$ cat src/rtl/led_matrix_pkg.sv
// rtl/led_matrix_pkg.sv - shared geometry defaults and loader FSM encoding
package led_matrix_pkg;

  localparam int DEFAULT_ROWS  = 8;
  localparam int DEFAULT_COLS  = 8;
  localparam int DEFAULT_BW    = 8;
  localparam int PIX_PER_FRAME = DEFAULT_ROWS * DEFAULT_COLS;

  typedef enum logic [1:0] {
    ST_LOAD      = 2'd0,
    ST_DISCARD   = 2'd1,
    ST_WAIT_SWAP = 2'd2
  } loader_state_e;

endpackage

$ cat src/rtl/led_frame_bank.sv
// rtl/led_frame_bank.sv - one row-addressed RGB brightness bank
module led_frame_bank
  import led_matrix_pkg::*;
#(
  parameter int ROWS = DEFAULT_ROWS,
  parameter int COLS = DEFAULT_COLS,
  parameter int BW   = DEFAULT_BW,
  localparam int ROW_W = $clog2(ROWS),
  localparam int COL_W = $clog2(COLS)
) (
  input  logic                 clk,
  input  logic                 rst,
  input  logic                 we_i,
  input  logic [ROW_W-1:0]     wr_row_i,
  input  logic [COL_W-1:0]     wr_col_i,
  input  logic [3*BW-1:0]      wr_data_i,
  input  logic [ROW_W-1:0]     rd_row_i,
  output logic [COLS*BW-1:0]   rd_r_o,
  output logic [COLS*BW-1:0]   rd_g_o,
  output logic [COLS*BW-1:0]   rd_b_o
);

  logic [COLS*BW-1:0] r_q [ROWS];
  logic [COLS*BW-1:0] g_q [ROWS];
  logic [COLS*BW-1:0] b_q [ROWS];

  // Reset clears every cell so the matrix comes up dark.
  always_ff @(posedge clk or negedge rst) begin
    if (!rst) begin
      for (int i = 0; i < ROWS; i++) begin
        r_q[i] <= '0;
        g_q[i] <= '0;
        b_q[i] <= '0;
      end
    end else if (we_i) begin
      r_q[wr_row_i][int'(wr_col_i)*BW +: BW] <= wr_data_i[3*BW-1 -: BW];
      g_q[wr_row_i][int'(wr_col_i)*BW +: BW] <= wr_data_i[2*BW-1 -: BW];
      b_q[wr_row_i][int'(wr_col_i)*BW +: BW] <= wr_data_i[BW-1:0];
    end
  end

  assign rd_r_o = r_q[rd_row_i];
  assign rd_g_o = g_q[rd_row_i];
  assign rd_b_o = b_q[rd_row_i];

endmodule

$ cat src/rtl/led_frame_loader.sv
// rtl/led_frame_loader.sv - pixel stream to double-buffered LED frame store with tear-free swap
module led_frame_loader
  import led_matrix_pkg::*;
#(
  parameter int ROWS = DEFAULT_ROWS,
  parameter int COLS = DEFAULT_COLS,
  parameter int BW   = DEFAULT_BW,
  localparam int ROW_W = $clog2(ROWS),
  localparam int COL_W = $clog2(COLS)
) (
  input  logic                 clk,
  input  logic                 rst,
  input  logic                 s_valid,
  output logic                 s_ready,
  input  logic [3*BW-1:0]      s_data,
  input  logic                 s_last,
  input  logic [ROW_W-1:0]     scan_row,
  input  logic                 scan_frame_end,
  output logic [COLS*BW-1:0]   rd_r,
  output logic [COLS*BW-1:0]   rd_g,
  output logic [COLS*BW-1:0]   rd_b,
  output logic                 swap_pending,
  output logic                 frame_err
);

  loader_state_e      state_q;
  logic               s_ready_q;
  logic               swap_pending_q;
  logic               frame_err_q;
  logic               bank_sel_q;
  logic [ROW_W-1:0]   wr_row_q, wr_row_d;
  logic [COL_W-1:0]   wr_col_q, wr_col_d;
  logic [COLS*BW-1:0] rd_r_q, rd_g_q, rd_b_q;

  logic accept;
  logic last_px;
  logic wr_en;
  logic [COLS*BW-1:0] b0_r, b0_g, b0_b, b1_r, b1_g, b1_b;

  assign accept  = s_valid && s_ready_q;
  assign last_px = (wr_row_q == ROW_W'(ROWS-1)) && (wr_col_q == COL_W'(COLS-1));
  assign wr_en   = accept && (state_q == ST_LOAD);

  always_comb begin
    wr_col_d = wr_col_q + 1'b1;
    wr_row_d = wr_row_q;
    if (wr_col_q == COL_W'(COLS-1)) begin
      wr_col_d = '0;
      wr_row_d = wr_row_q + 1'b1;
    end
  end

  // s_ready tracks the state being entered, so nothing is taken once WAIT_SWAP is committed.
  always_ff @(posedge clk or negedge rst) begin
    if (!rst) begin
      state_q        <= ST_LOAD;
      s_ready_q      <= 1'b0;
      swap_pending_q <= 1'b0;
      frame_err_q    <= 1'b0;
      bank_sel_q     <= 1'b0;
      wr_row_q       <= '0;
      wr_col_q       <= '0;
    end else begin
      frame_err_q <= 1'b0;
      case (state_q)
        ST_LOAD: begin
          s_ready_q      <= 1'b1;
          swap_pending_q <= 1'b0;
          if (accept) begin
            if (last_px) begin
              wr_row_q <= '0;
              wr_col_q <= '0;
              if (s_last) begin
                state_q        <= ST_WAIT_SWAP;
                s_ready_q      <= 1'b0;
                swap_pending_q <= 1'b1;
              end else begin
                state_q     <= ST_DISCARD;
                frame_err_q <= 1'b1;
              end
            end else if (s_last) begin
              frame_err_q <= 1'b1;
              wr_row_q    <= '0;
              wr_col_q    <= '0;
            end else begin
              wr_row_q <= wr_row_d;
              wr_col_q <= wr_col_d;
            end
          end
        end
        ST_DISCARD: begin
          s_ready_q <= 1'b1;
          if (accept && s_last) begin
            state_q <= ST_LOAD;
          end
        end
        ST_WAIT_SWAP: begin
          s_ready_q      <= 1'b0;
          swap_pending_q <= 1'b1;
          if (scan_frame_end) begin
            state_q        <= ST_LOAD;
            bank_sel_q     <= ~bank_sel_q;
            s_ready_q      <= 1'b1;
            swap_pending_q <= 1'b0;
            wr_row_q       <= '0;
            wr_col_q       <= '0;
          end
        end
        default: begin
          state_q   <= ST_LOAD;
          s_ready_q <= 1'b0;
        end
      endcase
    end
  end

  // bank_sel_q names the front bank; writes only ever go to the other one.
  led_frame_bank #(.ROWS(ROWS), .COLS(COLS), .BW(BW)) u_bank0 (
    .clk       (clk),
    .rst       (rst),
    .we_i      (wr_en && bank_sel_q),
    .wr_row_i  (wr_row_q),
    .wr_col_i  (wr_col_q),
    .wr_data_i (s_data),
    .rd_row_i  (scan_row),
    .rd_r_o    (b0_r),
    .rd_g_o    (b0_g),
    .rd_b_o    (b0_b)
  );

  led_frame_bank #(.ROWS(ROWS), .COLS(COLS), .BW(BW)) u_bank1 (
    .clk       (clk),
    .rst       (rst),
    .we_i      (wr_en && !bank_sel_q),
    .wr_row_i  (wr_row_q),
    .wr_col_i  (wr_col_q),
    .wr_data_i (s_data),
    .rd_row_i  (scan_row),
    .rd_r_o    (b1_r),
    .rd_g_o    (b1_g),
    .rd_b_o    (b1_b)
  );

  always_ff @(posedge clk or negedge rst) begin
    if (!rst) begin
      rd_r_q <= '0;
      rd_g_q <= '0;
      rd_b_q <= '0;
    end else begin
      rd_r_q <= bank_sel_q ? b1_r : b0_r;
      rd_g_q <= bank_sel_q ? b1_g : b0_g;
      rd_b_q <= bank_sel_q ? b1_b : b0_b;
    end
  end

  assign s_ready      = s_ready_q;
  assign swap_pending = swap_pending_q;
  assign frame_err    = frame_err_q;
  assign rd_r         = rd_r_q;
  assign rd_g         = rd_g_q;
  assign rd_b         = rd_b_q;

endmodule

$ cat config.mk
export PLATFORM = sky130hd
export DESIGN_NAME = led_frame_loader
export DESIGN_NICKNAME = d
export VERILOG_FILES = /design/src/rtl/led_matrix_pkg.sv /design/src/rtl/led_frame_bank.sv /design/src/rtl/led_frame_loader.sv
export SDC_FILE = /design/constraint.sdc
export NUM_CORES = 2
export LEC_CHECK = 0
export CAP_MARGIN = 20
export CORE_MARGIN = 8
export CORE_UTILIZATION = 55
export DETAILED_ROUTE_END_ITERATION = 8
export PLACE_DENSITY = 0.71
export REMOVE_ABC_BUFFERS = 1
export SYNTH_ARGS = -nofsm -noshare
export SYNTH_HDL_FRONTEND = slang
export SYNTH_SLANG_ARGS = --single-unit
$ cat constraint.sdc
create_clock -name clk -period 8.5 [get_ports clk]
set_input_delay 1.7 -clock clk [delete_from_list [all_inputs] [get_ports clk]]
set_output_delay 1.7 -clock clk [all_outputs]
set_load 0.01 [all_outputs]
# ---- Yosys cells after proc, flatten, opt, wreduce, memory -nomap -nowiden
# Cells that the tools add are included.
dict set report op_classes {
  n_shift 4
  n_bitwise 3
  add_sub_neg 3
  mux 59
  reduce_logical 14
  n_eq_ne 9
  magnitude_cmp 3
}
# cell count
set ops {}
lappend ops {{bitwise mux 512 bit} 6}
lappend ops {{binary-select mux 64 bit (select 3 bit)} 6}
lappend ops {{two-way mux 64 bit} 16}
lappend ops {{demux 64 bit (select 3 bit)} 1}
lappend ops {{variable part select 8 x 33 -> 64 bit} 3}
lappend ops {{variable shift 8 x 33 -> 64 bit (first input constant)} 1}
lappend ops {{negation 6 -> 33 bit} 1}
lappend ops {{two-way mux 3 bit} 9}
lappend ops {{one-hot mux 3 bit (2 select lines)} 2}
lappend ops {{two-way mux 1 bit} 11}
lappend ops {{two-way mux 2 bit} 5}
lappend ops {{greater-or-equal comparator 4 bit (second input constant)} 2}
lappend ops {{!= test 2 bit (second input constant)} 4}
lappend ops {{NOT 3 -> 4 bit} 2}
lappend ops {{AND reduction 4 bit} 2}
lappend ops {{logical AND 1 bit} 7}
lappend ops {{adder 3 x 1 -> 3 bit (second input constant)} 2}
lappend ops {{== test 3 bit (second input constant)} 2}
lappend ops {{one-hot mux 2 bit (3 select lines)} 1}
lappend ops {{less-than comparator 4 x 1 -> 1 bit (second input constant)} 1}
lappend ops {{!= test 4 bit (second input constant)} 1}
lappend ops {{one-hot mux 1 bit (3 select lines)} 1}
lappend ops {{AND reduction 3 bit} 1}
lappend ops {{== test 2 x 1 -> 1 bit (second input constant)} 1}
lappend ops {{other kinds (7)} 7}
dict set report word_totals {
  inputBits 32
  reg_bits 3276
  elab_cells 153
  out_inout_bits 195
}

# ---- Logic depth before layout (Yosys ltp)
dict set report logic_depth {
  ltp_word 6
  ltp_mapped 15
  mapped_depth_nobuf 8
}

# ---- By module
# From an unflattened synthesis, not the netlist that was laid out.
dict set report unflattened {
  cells_unflattened 8949
  hier_area_um2 147956.9
}
# module instances cells_each area_per_inst_um2 seq_area_each_um2
set by_module_without_submodules {}
lappend by_module_without_submodules {{led_frame_bank (u_bank0)} 1 4232 70194.8 38436.9}
lappend by_module_without_submodules {{led_frame_bank (u_bank1)} 1 4255 69918.3 38436.9}
lappend by_module_without_submodules {led_frame_loader 1 462 7843.8 5104.9}

# ---- Least setup slack after synthesis
# No wires, ideal clock.
dict set report synth_path {
  kind {input port to flip-flop}
  from {input port scan_row[0]}
  to {register rd_g_q[10] (netlist: rd_g[10])}
  path_stages 4
  setup_time_ns 0.138
  path_buffers 2
  t_arrival_ns 3.386
  slack_ns 4.976
  required_time_ns 8.362
  path_cell_list {buf_2 -> clkbuf_1 -> mux4_2 -> mux4_2}
}
dict set report synth_via {
  elab_chain_len 5
  elab_cells_between_ends 8
  classes_between {mux (7); bitwise (1)}
}
# element line
set synth_lines {}
lappend synth_lines {{from (decl)} led_frame_loader.sv:17} ;# input logic [ROW_W-1:0] scan_row,
lappend synth_lines {{NOT 3 -> 4 bit (implied by the code) (*)} led_frame_bank.sv:43} ;# assign rd_g_o = g_q[rd_row_i];
lappend synth_lines {{binary-select mux 64 bit (select 3 bit)} led_frame_bank.sv:43}
lappend synth_lines {{two-way mux 64 bit (implied by the code) (2 in series)} led_frame_bank.sv:43}
lappend synth_lines {{two-way mux 64 bit (*)} led_frame_loader.sv:151} ;# rd_g_q <= bank_sel_q ? b1_g : b0_g;
lappend synth_lines {{to (signal assigned)} led_frame_loader.sv:151}
lappend synth_lines {{to (decl)} led_frame_loader.sv:33} ;# logic [COLS*BW-1:0] rd_r_q, rd_g_q, rd_b_q;
# Every way passes the cells marked *; elsewhere a longest branch is shown, timed or not. The select of a mux whose other input is x is not followed.
# A chain may end at the register's enable or synchronous reset.

# ---- Worst setup path in the final report
dict set report layout_path {
  from {register wr_col_q[0]}
  to {register u_bank0.b_q[37] (netlist bit)}
}
dict set report layout_via {
  elab_chain_len 5
  elab_cells_between_ends 6
  classes_between {add/sub (1); shift (2); mux (3)}
}
# element line
set layout_lines {}
lappend layout_lines {{from (decl)} led_frame_loader.sv:32} ;# logic [COL_W-1:0] wr_col_q, wr_col_d;
lappend layout_lines {{from (signal assigned)} led_frame_loader.sv:87} ;# wr_col_q <= wr_col_d;
lappend layout_lines {{negation 6 -> 33 bit (*)} led_frame_bank.sv:38} ;# b_q[wr_row_i][int'(wr_col_i)*BW +: BW] <= wr_data_i[BW-1:0];
lappend layout_lines {{variable shift 8 x 33 -> 64 bit} led_frame_bank.sv:38}
lappend layout_lines {{two-way mux 64 bit (implied by the code)} led_frame_bank.sv:38}
lappend layout_lines {{demux 64 bit (select 3 bit)} led_frame_bank.sv:38}
lappend layout_lines {{bitwise mux 512 bit (*)} led_frame_bank.sv:38}
lappend layout_lines {{to (signal, indexed assignment)} led_frame_bank.sv:38}
lappend layout_lines {{to (decl)} led_frame_bank.sv:25} ;# logic [COLS*BW-1:0] b_q [ROWS];
# Every way passes the cells marked *; elsewhere a longest branch is shown, timed or not.

==> impl_metrics.yaml <==
route:
  postRouteAntennaNets: 0
  dr.pass1.iters: 6
  post_drt_wl_per_cell_um: 27.8
  num_vias: 84300
  routed_wl_um: 371000
  via_per_inst: 6.32
  initialDrtViolationCount: 7259
  drc: 0
sta:
  fmax_ghz: 0.223
  finalSetupTns_ps: 0
  rsz0062_at_grt: "false"
  slew_headroom_pct: 20.0
  hold_violations: 0
  finalSetupViolations: 0
  timing.final.crit_share_pct: 52.8
  finClkSkew_ps: 38.5
  fin_hold_ws_ps: 473
  slew_viol_final: 0
  worst_pin_slew_ps: 1200
  finalCriticalPeriod_ps: 4490
worst_setup_path:
  crit_slowest_cell: "nor2_4"
  worst-path-max-fanout: 24
  critical_path.most_common_cell: "ha_1"
  cp_data_arrival_time_ps: 5210
  cp-end-kind: "register"
  start_kind: "register"
  critical_path_class: "reg -> reg"
  critPathRequiredTime_ps: 9220
  path_cells: "inv_1, ha_1, ha_1, and2b_1, nand3b_1, nor2_4, mux2_2"
  critPathMaxStageDelay_ps: 1130
grt:
  groute.usage.overall_pct: 26.6
  grt_antenna_before_repair: 28
  grt_pass1_wl_um: 569000
  grt_overflow: 0
  grt_max_degree: 205
  grt_pass1_vias: 90800
floorplanning:
  die_w_um: 527
  num_rows: 187
  io_pins: 227
  start_util_pct: 55.2
  core_mm2: 0.259
  die_h_um: 527
  die-area_mm2: 0.277
placement:
  place_hpwl_um: 202000
  numPlacedInstances: 12700
  place_congestion: 0.764
  portBuffers: 226
logic_synthesis:
  synth_ff_type: "dfrtp_1"
  async_flop_share_pct: 100
  synth_area_mm2: 0.143
  yosysWarnings: 0
  synth_edf_count: 0
  netlist-cell-type-count: 58
  ys_ff_latch: 3276
  ys_seq_area_share_pct: 57.2
  synth_area_per_cell_um2: 14.6
  syn_inst: 9807
pwr:
  p_sw_mw: 7.55
  vdd_drop_max_v: 0.000178
  p_seq_share_pct: 48.7
  cell_internal_pwr_mw: 25.7
  power.clock.fraction_pct: 45.6
  power.share.switching_pct: 22.7
  power_frac_comb_pct: 5.7
  cellPowerDensity_mw_per_mm2: 209
  leakagePower_nw: 74.3
clock_tree:
  cts.sinks: 3276
  cts-buffers-inserted: 343
  cts-root-buf: "clkbuf_16"
  cts_tree: "built"
  cts_hold_buf: 0
  cts_setup_buffers: 0
  clk_latency_ps: 870
  htree_levels: 5
  post_cts_resized: 0
  clockBufferDepth: 4
  path_clk_slew_ps: 60
job:
  cap_violations: 0
finish:
  fin_util_pct: 61.3
  drive_above_1_share_pct: 38.3
  area_delta_synth_final_pct: 11.0
  instances_no_fill: 13300
  final_cell_mix: "dfrtp_1 (3274), mux2_2 (2094), nand2_1 (977)"
  finalNetCount: 9689
  mostFrequentLayoutCell: "dfrtp_1"
run_status:
  outcome: "finished clean"
min_path:
  hold_class: "reg -> reg"
cells in the mapped netlist, types with 2 or more instances:
| library cell | instances | area share (%) |
|---|---|---|
| and2_1 | 2 | 0.0087 |
| nand4_1 | 64 | 0.28 |
| nor4bb_1 | 2 | 0.014 |
| nor2b_1 | 58 | 0.25 |
| buf_4 | 86 | 0.45 |
| nor3_4 | 2 | 0.023 |
| clkbuf_1 | 381 | 1.0 |
| a21oi_1 | 70 | 0.24 |
| ha_1 | 8 | 0.070 |
| o31ai_1 | 42 | 0.22 |
| nor2_4 | 10 | 0.079 |
| buf_1 | 21 | 0.055 |
| inv_1 | 7 | 0.018 |
| nor2_2 | 23 | 0.10 |
| nand3_4 | 9 | 0.11 |
| and3b_1 | 4 | 0.024 |
| nand3_1 | 59 | 0.21 |
| o22ai_1 | 13 | 0.057 |
| mux2_2 | 2094 | 16 |
| mux2i_1 | 108 | 0.75 |
| o221ai_1 | 26 | 0.16 |
| a211oi_1 | 56 | 0.29 |
| nor2_1 | 14 | 0.037 |
| nor3b_2 | 2 | 0.017 |
| nand3b_1 | 3 | 0.016 |
| or4_1 | 2 | 0.010 |
| o21ai_1 | 25 | 0.087 |
| and3_1 | 13 | 0.057 |
| o21ai_0 | 876 | 3.1 |
| nand2b_1 | 2 | 0.0087 |
| nand2_1 | 978 | 2.6 |
| and2_0 | 72 | 0.31 |
| buf_6 | 6 | 0.047 |
| mux4_2 | 865 | 14 |
| nor3_1 | 2 | 0.0070 |
| buf_2 | 439 | 1.5 |
| mux2_1 | 43 | 0.34 |
| dfrtp_1 | 3276 | 57 |
| nand2_2 | 23 | 0.10 |
| nor3b_4 | 3 | 0.039 |
worst paths after layout:
path,cells after the start,slack (ps),start,endpoint
min in group asynchronous,1,780,rst,u_bank0.r_q[25]
worst max-delay path,7,4010,wr_col_q[0],u_bank0.b_q[37]
worst max register to register,7,4010,wr_col_q[0],u_bank0.b_q[37]
worst min-delay path,2,470,u_bank0.b_q[171],u_bank0.b_q[171]
max in group asynchronous,3,5440,rst,rd_r[23]
worst min register to register,2,470,u_bank0.b_q[171],u_bank0.b_q[171]
flip-flops by register name, indices dropped and copies added (netlist names):
register      count
u_bank0.b_q     512
u_bank0.g_q     512
u_bank0.r_q     512
u_bank1.b_q     512
u_bank1.g_q     512
u_bank1.r_q     512
rd_b             64
rd_g             64
rd_r             64
wr_col_q          3
wr_row_q          3
state_q           2
bank_sel_q        1
frame_err         1
s_ready           1
swap_pending      1
metal layers:
layer  global-route usage (%)  part of all wire [%]  vias to the layer above
met3                     4.75                   7.2                      676
met5                        0                     0                        -
met4                     9.53                   3.7                        0
met1                     36.5                    41                    45300
li1                         -                     -                    35400
met2                     43.3                    48                     2950
layout make-up:
type | count | area [um2]
clock buffer | 518 | 10200
sequential | 3276 | 82000
timing repair buffer | 432 | 4310
clock inverter | 89 | 1170
tap | 3402 | 4260
antenna | 21 | 52.6
inverter | 7 | 26.3
fill | 18900 | 100000
multi-input combinational | 5589 | 57000
cells by family after synthesis:
group	count (synthesis)	share of synthesized area (%)
AO/OA/AOI/OAI	1115	4.16
XOR/XNOR	1	0.00611
adder cells (fa/ha/maj)	8	0.0698
buffers and inverters	942	3.12
flip-flops	3276	57.2
multiplexers	3110	31.1
AND/OR/NAND/NOR	1355	4.32
critical path: cells and delay by family, from the launching register on:
family                   cells  cell delay, ps
flip-flops                   1             780
multiplexers                 1             430
AND/OR/NAND/NOR              3            2010
buffers and inverters        1             100
adder cells (fa/ha/maj)      2             970
power by group through the flow:
stage | sequential [mW] | clock, mW | combinational, mW
2_1_floorplan | 16.4 | 0 | 0.858
3_3_place_gp | 16.4 | 0 | 1.84
3_5_place_dp | 16.5 | 0 | 1.90
4_1_cts | 16.2 | 15.4 | 1.90
5_1_grt | 16.2 | 16.0 | 2.04
6_report | 16.2 | 15.2 | 1.88
stage by stage:
stage          power [mW]  instance area [um2]  setup WS, ps
3_5_place_dp         18.4               147000          3230
6_report             33.3               159000          4010
5_1_grt              34.3               159000          3870
4_1_cts              33.5               159000          4010
2_1_floorplan        17.3               139000         -4610
3_3_place_gp         18.3               147000          3310
Power figures use the tool's default switching activity.
